==> src/rtl/loop_over_all_nibbles.sv <==
// Nibble-serial 32-bit adder: result = word1 + sign-extended word2, one nibble per clock.
// busy drops combinationally in the cycle the final nibble is committed.
module loop_over_all_nibbles (
  input  logic        clk,
  input  logic        rst_n,
  input  logic        loop_perm_to_count,
  input  logic [2:0]  loop_nibbles_number,
  input  logic        word2_is_negative,
  input  logic [31:0] word1,
  input  logic [31:0] word2,
  input  logic [31:0] preinit_result,
  output logic [31:0] result,
  output logic        busy,
  output logic [3:0]  ctrl
);

  logic        carry;
  logic [2:0]  idx;
  logic        done;
  logic [4:0]  bit_pos;
  logic [3:0]  w1n;
  logic [3:0]  w2n;
  logic [4:0]  sum;
  logic        last;
  logic [31:0] next_result;

  always_comb begin
    bit_pos = {idx, 2'b00};
    w1n     = word1[bit_pos +: 4];
    if (idx <= loop_nibbles_number) begin
      w2n = word2[bit_pos +: 4];
    end else begin
      w2n = {4{word2_is_negative}};
    end
    sum  = {1'b0, w1n} + {1'b0, w2n} + {4'b0000, carry};
    // Once word2's own nibbles are consumed, a carry equal to the sign means
    // every higher nibble of the sum is just word1.
    last = (idx >= loop_nibbles_number) &&
           ((sum[4] == word2_is_negative) || (idx == 3'd7));
    // Nibble 0 also loads the untouched upper nibbles from word1.
    next_result = (idx == 3'd0) ? word1 : result;
    next_result[bit_pos +: 4] = sum[3:0];
    busy = rst_n & loop_perm_to_count & ~done & ~last;
    ctrl = {carry, idx};
  end

  always_ff @(posedge clk or negedge rst_n) begin
    if (!rst_n) begin
      result <= '0;
      carry  <= 1'b0;
      idx    <= '0;
      done   <= 1'b0;
    end else if (!loop_perm_to_count) begin
      result <= preinit_result;
      carry  <= 1'b0;
      idx    <= '0;
      done   <= 1'b0;
    end else if (!done) begin
      result <= next_result;
      carry  <= sum[4];
      if (last) begin
        done <= 1'b1;
      end else begin
        idx <= idx + 3'd1;
      end
    end
  end

endmodule

==> config.mk <==
export PLATFORM = sky130hd
export DESIGN_NAME = loop_over_all_nibbles
export DESIGN_NICKNAME = d
export VERILOG_FILES = /design/src/rtl/loop_over_all_nibbles.sv
export SDC_FILE = /design/constraint.sdc
export NUM_CORES = 1
export LEC_CHECK = 0
export BUFFER_PORTS_ARGS = -buffer_cell sky130_fd_sc_hd__buf_2
export CORE_MARGIN = 2
export CORE_UTILIZATION = 43
export DETAILED_ROUTE_END_ITERATION = 10
export GPL_ROUTABILITY_DRIVEN = 0
export GPL_TIMING_DRIVEN = 0
export PLACE_DENSITY = 0.87
export RECOVER_POWER = 100
export REMOVE_ABC_BUFFERS = 1
export SLEW_MARGIN = 0
export SYNTH_ARGS = -nofsm -noshare
export SYNTH_HDL_FRONTEND = slang
export SYNTH_SLANG_ARGS = --single-unit
==> constraint.sdc <==
create_clock -name clk -period 3.8 [get_ports clk]
set_input_delay 0.19 -clock clk [delete_from_list [all_inputs] [get_ports clk]]
set_output_delay 0.19 -clock clk [all_outputs]
set_load 0.02 [all_outputs]
==> flow_summary.yaml <==
sta:
  timing.final.hold_violations: 0
  timing.final.crit_share_pct: 99.9
  fmax_mhz: 264
  fin_skew_ns: 0.0119
  max_slew.worst_pin.slew_ns: 1.24
  rsz0062_at_grt: "yes"
  slew_headroom_pct: 17.2
  post-route-min-period_ns: 3.80
  final-setup-viol-count: 0
  slew_violations: 0
  holdWs_ns: 0.00230
  finalWorstSetupSlack_ns: 0.00498
floorplanning:
  floorplan.die.height_um: 88.0
  floorplan.die_area_um2: 7750
  die-width_um: 88.0
  initial_core_utilization_pct: 44.4
  fp-row-count: 30
  core-area_um2: 6830
  floorplan.io_pins: 140
critical_path:
  crit_path_frequent_cell: "fa_2"
  worst_path_max_delay_cell: "or4b_4"
  setup.worst_path.class: "flip-flop to primary output"
  critical_path.cell_chain: "inv_4 -> ha_2 -> inv_1 -> a21o_1 -> a21oi_2 -> a31oi_4 -> mux2i_2 -> fa_2 -> inv_2 -> fa_2 -> a21oi_1 -> or4b_4 -> a41oi_4 -> and3_4 -> buf_4"
  regToRegEndpoint: "idx[1]"
  worst_setup_sp_type: "flip-flop"
  timing.critical_path.to_type: "primary output"
  critPathMaxStageDelay_ns: 0.52
  r2r_cells: 17
  crit_required_ns: 3.61
  cp.arrival_ns: 3.61
  worst-r2r-setup-slack_ns: 0.21
  critical_path.max_fanout: 4
  crit-reg2reg-launch: "idx[0]"
synthesis:
  number_of_flip_flops_and_latches_in_the_synthesized_netlist: 37
  yosysWarnings: 0
  async_reset_ff_share_pct: 100
  gate_count_after_technology_mapping: 334
  count_of_flip_flops_with_a_built_in_enable_after_synthesis: 0
  synthDistinctLibCells: 53
  post_synth_top_flop: "dfrtp_1"
  synth.avg_cell_area_um2: 9.09
  netlist_area_um2: 3040
  synth_sequential_area_ratio_pct: 30.5
grt:
  grt_pass1_vias: 3307
  grt_max_degree: 75
  global_route.overflow_total: 0
  antenna_found_initial: 0
  grt_first_pass_wirelength_um: 16100
  gr-usage-all-layers_pct: 26.8
status:
  run_status: "finished clean"
final_layout:
  fin_nets: 584
  layout_commonest_cell: "buf_2"
  antenna_cells: 0
  synthToLayoutAreaGrowth_pct: 33.1
  postLayoutCoreUtil_pct: 59.2
  layout.cells.most_common_list: "buf_2 (105), nor2_1 (49), nand2_1 (45)"
  layout-drive-gt1-share_pct: 40.4
cts:
  insertion_delay_ns: 0.31
  clk_pin_slew_ns: 0.08
  clk_path_buf_depth: 2
  htree_num_levels: 2
  numClockSinks: 37
  cts_buffers: 5
  cts-hold-fix-buffers: 0
  root_buffer: "clkbuf_8"
  clock_tree_from_tritoncts: "yes"
route:
  detailed_route_wl_um: 10400
  drt_first_pass_iters: 5
  wire_per_inst_um: 18.3
  number_of_remaining_drc_errors: 0
  via_per_inst: 5.92
  vias: 3349
  antenna_left: 0
  dr.first_iter.drc_count: 408
power_and_ir_drop:
  power_mw: 3.71
  power.ir.vdd_worst_v: 0.000506
  leakage_power_nw: 1.79
  pwr_density_cell_nw_per_um2: 918
placement:
  preCtsSetupSlack_ns: -1.07
  port_buffers: 139
  place.detailed.hpwl_um: 7230
worst_hold_path:
  worst_hold_path_type: "primary input to async pin"
flow_run:
  maxCapViolations: 0
-- area by class of cell --
| type | count | area [um2] |
|---|---|---|
| Clock buffer | 5 | 68.8 |
| Clock inverter | 3 | 65.1 |
| Fill cell | 639 | 2790 |
| Inverter | 12 | 47.5 |
| Multi-Input combinational cell | 262 | 2050 |
| Sequential cell | 37 | 935 |
| Tap cell | 96 | 120 |
| Timing Repair Buffer | 151 | 754 |
-- worst max-delay path by stage --
stage | from | slack (ns) | end | cells after the start
final | idx[0] | 0.005 | busy | 15
after global routing | idx[0] | -0.08 | busy | 15
after CTS | idx[1] | 0.008 | busy | 13
after detailed placement | idx[0] | -1.07 | busy | 15
after global placement | idx[0] | -0.92 | busy | 15
after floorplan | idx[0] | -0.44 | busy | 14
-- flip-flops by register name (all words and copies together), names as in the netlist --
name,count
carry,1
result,32
done,1
idx,3
-- worst max-delay path, delay by kind of cell (launching register included) --
family / cells / cell delay, ns
AO/OA/AOI/OAI: 5 / 0.79
adder cells (fa/ha/maj): 3 / 0.76
buffers and inverters: 4 / 0.34
flip-flops: 1 / 0.50
multiplexers: 1 / 0.19
AND/OR/NAND/NOR: 2 / 0.73
-- routing by layer --
layer	vias to the layer above	track usage [%]	share of wire (%)
li1	1505	-	-
met1	1613	32.9	38
met5	-	0	0
met3	40	5.75	8.1
met4	0	10.5	3.3
met2	191	46.0	50
-- cells by family (layout without fill, tap and decap cells) --
group,Yosys count,in the layout,share of synthesized area [%]
simple gates,122,122,19.2
compound gates,87,87,19.3
mux,39,39,20.2
flops,37,37,30.5
buf+inv,35,171,4.74
fa+ha+maj,12,12,5.44
xor+xnor,2,2,0.577
-- power by group --
part           internal (mW)  switching (mW)  leakage [nW]
logic                   1.01            1.55          1.28
registers              0.591           0.136         0.436
clock network          0.261           0.157        0.0681
-- cells in the mapped netlist, types with 2 or more instances --
cell type	instances	share of area (%)
a21oi_1	20	3.3
buf_1	3	0.37
o22ai_1	4	0.82
and3_1	2	0.41
o21a_1	2	0.49
fa_1	2	1.3
nand3_1	2	0.33
buf_4	2	0.49
nor3b_1	2	0.49
mux2_2	19	7.0
ha_1	10	4.1
mux2i_1	4	1.3
o31ai_1	5	1.2
a31oi_1	12	2.5
inv_1	11	1.4
mux4_2	16	12
buf_2	4	0.66
a211o_1	5	1.4
clkbuf_1	14	1.7
dfrtp_1	37	31
a31o_2	2	0.58
o21ai_1	6	0.99
nor2_1	49	6.1
nand2_1	45	5.6
nor2b_1	4	0.82
o21ai_0	8	1.3
nand3b_1	2	0.49
o311a_1	3	0.99
and4bb_2	2	0.82
a22oi_1	11	2.7
nand2b_1	4	0.82
-- timing repair --
item                       4_1_cts  5_1_grt
setup endpoints to repair       37        2
pin swaps                        1        3
gates cloned                     0        0
resized for setup               11       12
setup buffers                    7        5
-- through the flow --
stage,TNS [ns],cells,area [um2]
after floorplan,-1.95,311,2940
after global placement,-17.71,546,3750
after detailed placement,-22.44,546,3750
after CTS,0,561,3980
after global routing,-0.0838,566,4040
final,0,566,4040
(Power assumes the default switching activity.)
